`config.mk`:
```
export PLATFORM = sky130hd
export DESIGN_NAME = pipe_stage_skid_flat
export DESIGN_NICKNAME = d
export VERILOG_FILES = /design/src/rtl/pipe_pkg.sv /design/src/rtl/pipe_stage_skid_if.sv /design/src/rtl/pipe_entry.sv /design/src/rtl/pipe_stage_skid.sv /design/src/flat_wrapper.sv
export SDC_FILE = /design/constraint.sdc
export NUM_CORES = 1
export LEC_CHECK = 0
export CORE_UTILIZATION = 51
export DETAILED_ROUTE_END_ITERATION = 8
export GPL_TIMING_DRIVEN = 1
export PLACE_DENSITY = 0.81
export SLEW_MARGIN = 20
export SYNTH_ARGS = -nofsm -noshare
export SYNTH_HDL_FRONTEND = slang
export SYNTH_SLANG_ARGS = --single-unit
```
`constraint.sdc`:
```
create_clock -name CLK -period 1.9 [get_ports CLK]
set_input_delay 0.57 -clock CLK [delete_from_list [all_inputs] [get_ports CLK]]
set_output_delay 0.57 -clock CLK [all_outputs]
set_load 0.01 [all_outputs]
```
`src/rtl/pipe_pkg.sv`:
```
// Shared definitions for the pipeline-stage register: FSM state encodings,
// MEM/WB control-bit positions and the default bubble control value.
package pipe_pkg;

    // State value equals the number of entries held, so it doubles as occupancy.
    typedef enum logic [1:0] {
        ST_EMPTY = 2'd0,
        ST_ONE   = 2'd1,
        ST_TWO   = 2'd2
    } state_t;

    // MEM/WB control field layout: {MemtoReg, RegWrite}.
    localparam int CTRL_REGWRITE = 0;
    localparam int CTRL_MEMTOREG = 1;
    localparam int MEMWB_CTRL_W  = 2;

    // A bubble carries no RegWrite and no MemtoReg.
    localparam logic [1:0] BUBBLE_CTRL_DEF = 2'b00;

endpackage

```
`src/rtl/pipe_stage_skid_if.sv`:
```
// One valid/ready channel carrying {ctrl, data, tag} between pipeline stages.
interface pipe_stage_skid_if
    import pipe_pkg::*;
#(
    parameter int CTRL_W = MEMWB_CTRL_W,
    parameter int DATA_W = 64,
    parameter int TAG_W  = 5
) ();

    logic              valid;
    logic              ready;
    logic [CTRL_W-1:0] ctrl;
    logic [DATA_W-1:0] data;
    logic [TAG_W-1:0]  tag;

    // Producer side of the channel.
    modport master (
        output valid,
        output ctrl,
        output data,
        output tag,
        input  ready
    );

    // Consumer side of the channel.
    modport slave (
        input  valid,
        input  ctrl,
        input  data,
        input  tag,
        output ready
    );

endinterface

```
`src/rtl/pipe_entry.sv`:
```
// One payload slot of the stage: a load-enabled register with synchronous,
// active-low reset to zero.
module pipe_entry
    import pipe_pkg::*;
#(
    parameter int W = 71
) (
    input  logic         clk,
    input  logic         rst_n,
    input  logic         load,
    input  logic [W-1:0] d,
    output logic [W-1:0] q
);

    logic [W-1:0] val_q;
    logic [W-1:0] val_d;

    // Capture a new payload only when loaded; otherwise hold.
    always_comb begin
        val_d = val_q;
        if (load) begin
            val_d = d;
        end else begin
            val_d = val_q;
        end
    end

    // Payload register with synchronous reset.
    always_ff @(posedge clk) begin
        if (!rst_n) begin
            val_q <= '0;
        end else begin
            val_q <= val_d;
        end
    end

    assign q = val_q;

endmodule

```
`src/rtl/pipe_stage_skid.sv`:
```
// Pipeline-stage register with valid/ready handshake, flush, and an optional
// second (skid) entry so that in_ready can come straight from a flop.
// Output payload is always taken from the main entry; the skid entry only
// catches the word accepted while the main entry is stalled.
module pipe_stage_skid
    import pipe_pkg::*;
#(
    parameter int                DATA_W      = 64,
    parameter int                CTRL_W      = MEMWB_CTRL_W,
    parameter int                TAG_W       = 5,
    parameter bit                REG_READY   = 1'b1,
    parameter logic [CTRL_W-1:0] BUBBLE_CTRL = CTRL_W'(BUBBLE_CTRL_DEF)
) (
    input  logic              CLK,
    input  logic              RSTn,
    input  logic              flush,
    pipe_stage_skid_if.slave  up,
    pipe_stage_skid_if.master dn,
    output logic [1:0]        occupancy
);

    localparam int ENT_W = CTRL_W + DATA_W + TAG_W;

    state_t             state_q;
    state_t             state_d;
    logic               accept_s;
    logic               pop_s;
    logic               out_valid_s;
    logic               in_ready_s;
    logic               main_load_s;
    logic               skid_load_s;
    logic               main_from_skid_s;
    logic [ENT_W-1:0]   in_ent_s;
    logic [ENT_W-1:0]   main_in_s;
    logic [ENT_W-1:0]   main_q_s;
    logic [ENT_W-1:0]   skid_q_s;

    assign in_ent_s    = {up.ctrl, up.data, up.tag};
    assign out_valid_s = (state_q != ST_EMPTY);

    // Handshake qualifiers for this cycle.
    always_comb begin
        accept_s = up.valid & in_ready_s;
        pop_s    = out_valid_s & dn.ready;
    end

    // Next state and entry write enables; flush overrides every transition.
    always_comb begin
        state_d          = state_q;
        main_load_s      = 1'b0;
        skid_load_s      = 1'b0;
        main_from_skid_s = 1'b0;
        if (flush) begin
            state_d = ST_EMPTY;
        end else begin
            case (state_q)
                ST_EMPTY: begin
                    if (accept_s) begin
                        state_d     = ST_ONE;
                        main_load_s = 1'b1;
                    end else begin
                        state_d = ST_EMPTY;
                    end
                end
                ST_ONE: begin
                    if (accept_s && pop_s) begin
                        main_load_s = 1'b1;
                    end else if (accept_s && REG_READY) begin
                        state_d     = ST_TWO;
                        skid_load_s = 1'b1;
                    end else if (pop_s) begin
                        state_d = ST_EMPTY;
                    end else begin
                        state_d = ST_ONE;
                    end
                end
                ST_TWO: begin
                    if (pop_s) begin
                        state_d          = ST_ONE;
                        main_load_s      = 1'b1;
                        main_from_skid_s = 1'b1;
                    end else begin
                        state_d = ST_TWO;
                    end
                end
                default: begin
                    state_d = ST_EMPTY;
                end
            endcase
        end
    end

    // Main entry is refilled from the skid when draining, else from upstream.
    always_comb begin
        main_in_s = in_ent_s;
        if (main_from_skid_s) begin
            main_in_s = skid_q_s;
        end else begin
            main_in_s = in_ent_s;
        end
    end

    // State register.
    always_ff @(posedge CLK) begin
        if (!RSTn) begin
            state_q <= ST_EMPTY;
        end else begin
            state_q <= state_d;
        end
    end

    pipe_entry #(.W(ENT_W)) u_main (
        .clk   (CLK),
        .rst_n (RSTn),
        .load  (main_load_s),
        .d     (main_in_s),
        .q     (main_q_s)
    );

    if (REG_READY) begin : g_skid
        logic in_ready_q;
        logic in_ready_d;

        // Ready for the next cycle is known from the next state alone.
        always_comb begin
            in_ready_d = (state_d != ST_TWO);
        end

        // Registered ready, low throughout reset.
        always_ff @(posedge CLK) begin
            if (!RSTn) begin
                in_ready_q <= 1'b0;
            end else begin
                in_ready_q <= in_ready_d;
            end
        end

        assign in_ready_s = in_ready_q;

        pipe_entry #(.W(ENT_W)) u_skid (
            .clk   (CLK),
            .rst_n (RSTn),
            .load  (skid_load_s),
            .d     (in_ent_s),
            .q     (skid_q_s)
        );
    end else begin : g_noskid
        logic unused_skid_load_s;

        // Single entry: accept whenever the held word leaves or none is held.
        assign in_ready_s         = RSTn & (~out_valid_s | dn.ready);
        assign skid_q_s           = '0;
        assign unused_skid_load_s = skid_load_s;
    end

    assign up.ready  = in_ready_s;
    assign dn.valid  = out_valid_s;
    assign dn.ctrl   = out_valid_s ? main_q_s[ENT_W-1 -: CTRL_W] : BUBBLE_CTRL;
    assign dn.data   = main_q_s[TAG_W +: DATA_W];
    assign dn.tag    = main_q_s[TAG_W-1:0];
    assign occupancy = state_q;

endmodule

```
`src/flat_wrapper.sv`:
```
// flat-port wrapper written by rule: the top's interface ports become plain ports
module pipe_stage_skid_flat import pipe_pkg::*;
#(
    parameter int                DATA_W      = 64,
    parameter int                CTRL_W      = MEMWB_CTRL_W,
    parameter int                TAG_W       = 5,
    parameter bit                REG_READY   = 1'b1,
    parameter logic [CTRL_W-1:0] BUBBLE_CTRL = CTRL_W'(BUBBLE_CTRL_DEF)
)
  (CLK, RSTn, flush, occupancy, up_valid, up_ctrl, up_data, up_tag, up_ready, dn_valid, dn_ctrl, dn_data, dn_tag, dn_ready);
  pipe_stage_skid_if #(.CTRL_W(CTRL_W), .DATA_W(DATA_W), .TAG_W(TAG_W)) up_i ();
  pipe_stage_skid_if #(.CTRL_W(CTRL_W), .DATA_W(DATA_W), .TAG_W(TAG_W)) dn_i ();
  input  logic CLK;
  input  logic RSTn;
  input  logic flush;
  output logic [1:0] occupancy;
  input wire logic [$bits(up_i.valid)-1:0] up_valid;
  input wire logic [$bits(up_i.ctrl)-1:0] up_ctrl;
  input wire logic [$bits(up_i.data)-1:0] up_data;
  input wire logic [$bits(up_i.tag)-1:0] up_tag;
  output wire logic [$bits(up_i.ready)-1:0] up_ready;
  output wire logic [$bits(dn_i.valid)-1:0] dn_valid;
  output wire logic [$bits(dn_i.ctrl)-1:0] dn_ctrl;
  output wire logic [$bits(dn_i.data)-1:0] dn_data;
  output wire logic [$bits(dn_i.tag)-1:0] dn_tag;
  input wire logic [$bits(dn_i.ready)-1:0] dn_ready;
  assign up_i.valid = up_valid;
  assign up_i.ctrl = up_ctrl;
  assign up_i.data = up_data;
  assign up_i.tag = up_tag;
  assign up_ready = up_i.ready;
  assign dn_valid = dn_i.valid;
  assign dn_ctrl = dn_i.ctrl;
  assign dn_data = dn_i.data;
  assign dn_tag = dn_i.tag;
  assign dn_i.ready = dn_ready;
  pipe_stage_skid #(.DATA_W(DATA_W), .CTRL_W(CTRL_W), .TAG_W(TAG_W), .REG_READY(REG_READY), .BUBBLE_CTRL(BUBBLE_CTRL)) u_core (.CLK(CLK), .RSTn(RSTn), .flush(flush), .up(up_i), .dn(dn_i), .occupancy(occupancy));
endmodule
```
==> flow_metrics.env, run 1 <==
export IMPL_slew_viol_final=0
export IMPL_syn_avg_cell_area_um2=9.29
export IMPL_status="completed"
export IMPL_drc=0
export IMPL_cts_tree="done"
export IMPL_worst_setup_path_end_kind="output port"
export IMPL_switchingPower_uw=1730
export IMPL_dominantRegCellSynth="dfxtp_1"
export IMPL_drv_cap=0
export IMPL_tns_ns=0
export IMPL_clock_root_buffer="clkbuf_16"
export IMPL_path_class="reg2out"
export IMPL_fin_worst_skew_ns=0.00677
export IMPL_arrival_ns=1.29
export IMPL_worstHoldPathType="reg2reg"
export IMPL_synth_area_leaders="dfxtp_1 44%, a211oi_2 13%, mux2i_1 11%"
export IMPL_r2r_setup_slack_ns=0.22
export IMPL_die_h_um=116
export IMPL_dpl_hpwl_um=10200
export IMPL_ir_worst_vdd_mv=0.507
export IMPL_pre_cts_ws_ns=-0.465
export IMPL_leakagePower_uw=0.00374
export IMPL_netlist_instances=715
export IMPL_synth_cell_types=26
export IMPL_core_um2=12700
export IMPL_critPathLaunchType="flop"
export IMPL_cts_path_max_buffers=2
export IMPL_syn_area_um2=6640
export IMPL_synthMuxAreaShare_pct=10.7
export IMPL_path_depth=3
export IMPL_synth_top_family_by_area="compound AO/OA/AOI/OAI gates"
export IMPL_setup_viol=0
export IMPL_io_pins=151
export IMPL_synth_xor_area_share_pct=0
export IMPL_max_clock_freq_mhz=537
export IMPL_clk_pin_slew_ns=0.06
export IMPL_drive_gt1_share_pct=18.8
export IMPL_gp_congestion=0.745
export IMPL_drtPass1Iterations=5
export IMPL_synth_nets=791
export IMPL_cts_htree_levels=4
export IMPL_clock_sinks=145
export IMPL_antenna_found_initial=2
export IMPL_ctsHoldBuffers=0
export IMPL_numCtsBuffers=17
export IMPL_yosysTopAreaCellShare_pct=43.7
export IMPL_ys_warn_count=0
export IMPL_hold_violations=0
export IMPL_critPathBufInv=1
export IMPL_p_clk_share_pct=46.2
export IMPL_die_w_um=116
export IMPL_crit_path_max_fanout=3
export IMPL_gr_total_overflow=0
export IMPL_cp_data_required_time_ns=1.33
export IMPL_rsz0062_at_grt="no"
export IMPL_vias=5198
export IMPL_fin_nets=882
export IMPL_synth_compound_area_share_pct=19.2
export IMPL_synth_seq_cells=145
export IMPL_seq_power_share_pct=41.7
export IMPL_grt_pass1_vias=5292
export IMPL_comb_power_share_pct=12.1
export IMPL_synthSimpleGateAreaFrac_pct=13.7
export IMPL_cp_top_family="simple AND/OR/NAND/NOR gates"
export IMPL_layout_min_cycle_time_ns=1.86
export IMPL_clk_latency_ns=0.42
export IMPL_finalWorstSetupSlack_ns=0.0376
export IMPL_placed_cells=956
export IMPL_final_cells=993
export IMPL_min_path_cells=2
export IMPL_route_detailed_wl_per_inst_um=15.4
export IMPL_synth_edf_count=0
export IMPL_power_density_nw_per_um2=870
export IMPL_wirelength_um=15200
export IMPL_start_util_pct=52.4
export IMPL_grt_max_degree=59
export IMPL_min_period_over_period_pct=98.0
export IMPL_slowest_stage="dfxtp_2"
export IMPL_maxSlewHeadroom_pct=79.1
export IMPL_groute_usage_overall_pct=23.1
export IMPL_drtIter0Drc=240
export IMPL_synth_top_area_cell="dfxtp_1"
export IMPL_synth_fa_ha_area_share_pct=0
export IMPL_slowest_delay_ns=0.32
export IMPL_antenna_left=0
export IMPL_numPortBuffers=150
export IMPL_synthArstFlopShare_pct=0
export IMPL_via_per_inst=5.23
export IMPL_yosysSeqAreaShare_pct=43.7
export IMPL_worst_r2r_path_depth=7
export IMPL_rows=41
export IMPL_path_cells="or2_4, and2_1, buf_2"
export IMPL_die_area_um2=13500
export IMPL_internal_power_uw=5980
export IMPL_grt_pass1_wl_um=24200
export IMPL_timing_worst_slew_pin_value_ns=0.313
export IMPL_switching_share_pct=22.4
export IMPL_area_growth_pct=33.2
-- cells by family (layout without fill, tap and decap cells) --
family / count (synthesis) / after routing
AND/OR/NAND/NOR: 228 / 228
flip-flops: 145 / 145
AO/OA/AOI/OAI: 147 / 147
multiplexers: 71 / 71
other: 0 / 2
buffers and inverters: 124 / 228
-- cells in the mapped netlist (2+ instances only) --
master / count
mux2i_1: 71
buf_4: 78
clkbuf_1: 17
buf_6: 8
nand4b_1: 2
nand2_1: 143
nor2_1: 73
buf_2: 19
o21ai_0: 2
a21oi_1: 72
a211oi_2: 70
and2_1: 2
dfxtp_1: 145
-- registers in the layout, summed over array words and instances, names as in the netlist --
name and cells:
u_core.up.ready 1, u_core.occupancy 2, u_core.g_skid.u_skid.q 71, u_core.u_main.q 71
-- per-stage QoR --
step,total power [uW],util (%),area [um2],hold WS [ns]
finish,7700,69.8,8850,0.454
global route,7980,69.8,8850,0.468
CTS,7760,68.4,8660,0.454
global placement,4200,63.5,8050,0.441
floorplan,3830,-,6640,0.436
detailed placement,4230,63.5,8050,0.446
-- worst reg2reg max path: cells and delay by family, from the launching register on --
kind | cells | cell delay [ns]
compound gates | 2 | 0.51
buf+inv | 3 | 0.47
flops | 1 | 0.31
simple gates | 2 | 0.31
-- power groups by stage --
stage          combinational, uW  sequential [uW]  clock, uW
2_1_floorplan                571             3260          0
3_3_place_gp                 918             3280          0
3_5_place_dp                 946             3280          0
4_1_cts                      939             3220       3600
5_1_grt                     1000             3230       3760
6_report                     932             3220       3560
-- final cells by class --
| type | instances | area [um2] |
|---|---|---|
| antenna | 2 | 5.00 |
| clock buffer | 22 | 484 |
| clock inverter | 10 | 155 |
| fill | 936 | 3820 |
| inverter | 2 | 12.5 |
| multi-input combinational | 446 | 2930 |
| sequential | 145 | 2900 |
| tap | 172 | 215 |
| timing repair buffer | 194 | 2150 |
-- placed cells by master, fill, tap and decap left out, types with 2 or more instances in the layout --
master and instances:
dfxtp_1 144, nand2_1 143, clkdlybuf4s50_1 83, nor2_1 73, a21oi_1 72, mux2i_1 71, a211oi_2 70, dlymetal6s2s_1 50
buf_4 24, clkbuf_16 18, dlygate4sd2_1 15, buf_12 15, clkbuf_8 4, clkinv_2 4, bufinv_16 4, buf_6 4
diode_2 2, and2_1 2, nand4b_1 2, o21ai_0 2, clkinvlp_4 2, buf_2 2
-- path summary, 6_finish.rpt --
path / from / endpoint
setup / recovery: u_core.occupancy[0]$_SDFF_PN0_ / dn_ctrl[1]
hold / removal: u_core.g_skid.u_skid.q[59]$_SDFFE_PN0P_ / u_core.g_skid.u_skid.q[59]$_SDFFE_PN0P_
setup reg to reg: u_core.occupancy[1]$_SDFF_PN0_ / u_core.u_main.q[17]$_SDFFE_PN0P_
hold reg to reg: u_core.g_skid.u_skid.q[59]$_SDFFE_PN0P_ / u_core.g_skid.u_skid.q[59]$_SDFFE_PN0P_
-- metal layers --
layer  part of all wire, %  GRT usage, %  wire, um  vias up
met5                     0             0         0        -
met4                   1.5          9.49       236        0
met3                   5.3          6.28       813       19
met2                    50          40.6      7690      147
met1                    43          26.5      6510     2490
li1                      -             -         -     2542
-- timing repair --
item	4_1_cts	5_1_grt
cloned	0	1
buffers inserted	0	2
endpoints found under the setup margin	21	78
pin swaps	0	1
resized for setup	24	55
Power figures use the tool's default switching activity.
==> run 2: changes to the inputs <==
--- a/config.mk
+++ b/config.mk
@@ -5,9 +5,11 @@
 export SDC_FILE = /design/constraint.sdc
 export NUM_CORES = 1
 export LEC_CHECK = 0
+export ABC_CLOCK_PERIOD_IN_PS = 1900
 export CORE_UTILIZATION = 51
 export DETAILED_ROUTE_END_ITERATION = 8
 export GPL_TIMING_DRIVEN = 1
+export MAX_ROUTING_LAYER = met4
 export PLACE_DENSITY = 0.81
 export SLEW_MARGIN = 20
 export SYNTH_ARGS = -nofsm -noshare
==> flow_metrics.env, run 2 (synthesized netlist as in run 1, its figures left out) <==
export IMPL_status="completed"
export IMPL_power_density_nw_per_um2=871
export IMPL_slowest_stage="dfxtp_2"
export IMPL_slew_viol_final=0
export IMPL_hold_violations=0
export IMPL_final_common_cell="dfxtp_1"
export IMPL_cts_path_max_buffers=2
export IMPL_rows=41
export IMPL_crit_path_max_fanout=3
export IMPL_route_detailed_wl_per_inst_um=15.4
export IMPL_final_cells=993
export IMPL_numCtsBuffers=17
export IMPL_clock_sinks=145
export IMPL_slowest_delay_ns=0.32
export IMPL_r2r_setup_slack_ns=0.22
export IMPL_drc=0
export IMPL_ir_worst_vdd_mv=0.507
export IMPL_min_period_over_period_pct=98.4
export IMPL_setup_viol=0
export IMPL_rsz0062_at_grt="no"
export IMPL_core_um2=12700
export IMPL_drive_gt1_share_pct=18.8
export IMPL_cp_top_family="simple AND/OR/NAND/NOR gates"
export IMPL_worst_r2r_path_depth=7
export IMPL_vias=5200
export IMPL_critPathLaunchType="flop"
export IMPL_die_w_um=116
export IMPL_finalWorstSetupSlack_ns=0.0304
export IMPL_clk_pin_slew_ns=0.06
export IMPL_clk_latency_ns=0.42
export IMPL_timing_worst_slew_pin_value_ns=0.285
export IMPL_grt_max_degree=59
export IMPL_die_area_um2=13500
export IMPL_dpl_hpwl_um=10200
export IMPL_area_growth_pct=33.2
export IMPL_holdWs_ns=0.455
export IMPL_max_clock_freq_mhz=535
export IMPL_ctsHoldBuffers=0
export IMPL_layout_min_cycle_time_ns=1.87
export IMPL_final_cell_mix="144 x dfxtp_1, 143 x nand2_1, 83 x clkdlybuf4s50_1"
export IMPL_path_class="reg2out"
export IMPL_gp_congestion=0.755
export IMPL_arrival_ns=1.30
export IMPL_cts_tree="done"
export IMPL_pre_cts_ws_ns=-0.465
export IMPL_drtPass1Iterations=4
export IMPL_antenna_found_initial=2
export IMPL_groute_usage_overall_pct=23.8
export IMPL_fillers=936
export IMPL_wirelength_um=15300
export IMPL_maxSlewHeadroom_pct=81.0
export IMPL_clock_root_buffer="clkbuf_16"
export IMPL_via_per_inst=5.24
export IMPL_fin_worst_skew_ns=0.00951
export IMPL_grt_pass1_wl_um=24200
export IMPL_die_h_um=116
export IMPL_min_from="u_core.g_skid.u_skid.q[59]$_SDFFE_PN0P_"
export IMPL_numPortBuffers=150
export IMPL_drtIter0Drc=248
export IMPL_r2r_start="u_core.occupancy[1]$_SDFF_PN0_"
export IMPL_cts_htree_levels=4
export IMPL_worstReg2RegEnd="u_core.u_main.q[17]$_SDFFE_PN0P_"
export IMPL_gr_total_overflow=0
export IMPL_worst_setup_path_end_kind="output port"
export IMPL_io_pins=151
export IMPL_path_cells="or2_4, and2_1, buf_2"
export IMPL_worstHoldPathType="reg2reg"
export IMPL_fin_nets=882
export IMPL_min_path_cells=2
export IMPL_start_util_pct=52.4
export IMPL_drv_cap=0
export IMPL_leakagePower_uw=0.00374
export IMPL_cp_data_required_time_ns=1.33
export IMPL_placed_cells=956
export IMPL_antenna_left=0
export IMPL_hold_end="u_core.g_skid.u_skid.q[59]$_SDFFE_PN0P_"
export IMPL_grt_pass1_vias=5292
export IMPL_critPathBufInv=1
-- run 2: repair_timing --
| item | CTS | global route |
|---|---|---|
| gates resized for setup | 24 | 55 |
| buffers inserted | 0 | 2 |
| setup endpoints to repair | 21 | 78 |
| pin swaps | 0 | 1 |
| gates cloned | 0 | 1 |
-- run 2: layout make-up --
cell class              count  area, um2  share of cell area (%)
multi-input cells         446       2930                    33.1
flip-flops and latches    145       2900                    32.8
repair buffers            194       2150                    24.3
clock buffers              22        484                    5.47
well taps                 172        215                    2.43
clock inverters            10        155                    1.75
inverters                   2       12.5                   0.141
diodes                      2       5.00                  0.0566
-- run 2: per-stage QoR --
step / utilization (%) / power [uW] / setup TNS [ns] / cell area, um2
2_1_floorplan: - / 3830 / 0 / 6640
3_3_place_gp: 63.5 / 4200 / -43.25 / 8050
3_5_place_dp: 63.5 / 4230 / -52.73 / 8050
4_1_cts: 68.4 / 7760 / 0 / 8660
5_1_grt: 69.8 / 7980 / 0 / 8850
6_report: 69.8 / 7710 / 0 / 8850
-- run 2: worst max path at each step --
stage / startpoint / end / slack, ns / cells after the start
final: u_core.occupancy[0]$_SDFF_PN0_ / dn_ctrl[1] / 0.03 / 3
after detailed placement: dn_ready / u_core.u_main.q[4]$_SDFFE_PN0P_ / -0.46 / 7
after CTS: u_core.u_main.q[60]$_SDFFE_PN0P_ / dn_data[55] / 0.002 / 1
after global routing: u_core.u_main.q[67]$_SDFFE_PN0P_ / dn_data[62] / 0.0004 / 1
after floorplan: flush / u_core.u_main.q[10]$_SDFFE_PN0P_ / 0.28 / 5
after global placement: dn_ready / u_core.u_main.q[42]$_SDFFE_PN0P_ / -0.35 / 6
-- run 2: tightest hold or removal path, cell delays in order, from the launching register on --
cell and delay (ns):
dfxtp_1 0.31, nand2_1 0.05, a21oi_1 0.05
-- run 2: power by group --
| part | total (uW) | switching [uW] | internal, uW |
|---|---|---|---|
| Combinational | 932 | 436 | 496 |
| Clock | 3560 | 1230 | 2330 |
| Sequential | 3220 | 61.8 | 3150 |
-- run 2: metal layers --
layer | track usage [%] | share of wire [%]
met2 | 40.6 | 51
met3 | 6.07 | 5.6
met1 | 26.6 | 42
met5 | - | 0
met4 | 9.49 | 1.6
==> run 3: changes to the inputs <==
--- a/config.mk
+++ b/config.mk
@@ -8,6 +8,7 @@
 export ABC_CLOCK_PERIOD_IN_PS = 1900
 export CORE_UTILIZATION = 51
 export DETAILED_ROUTE_END_ITERATION = 8
+export GPL_ROUTABILITY_DRIVEN = 0
 export GPL_TIMING_DRIVEN = 1
 export MAX_ROUTING_LAYER = met4
 export PLACE_DENSITY = 0.81
==> results of run 3 <==
The final DEF is identical to that of run 2; final timing and power are the same.
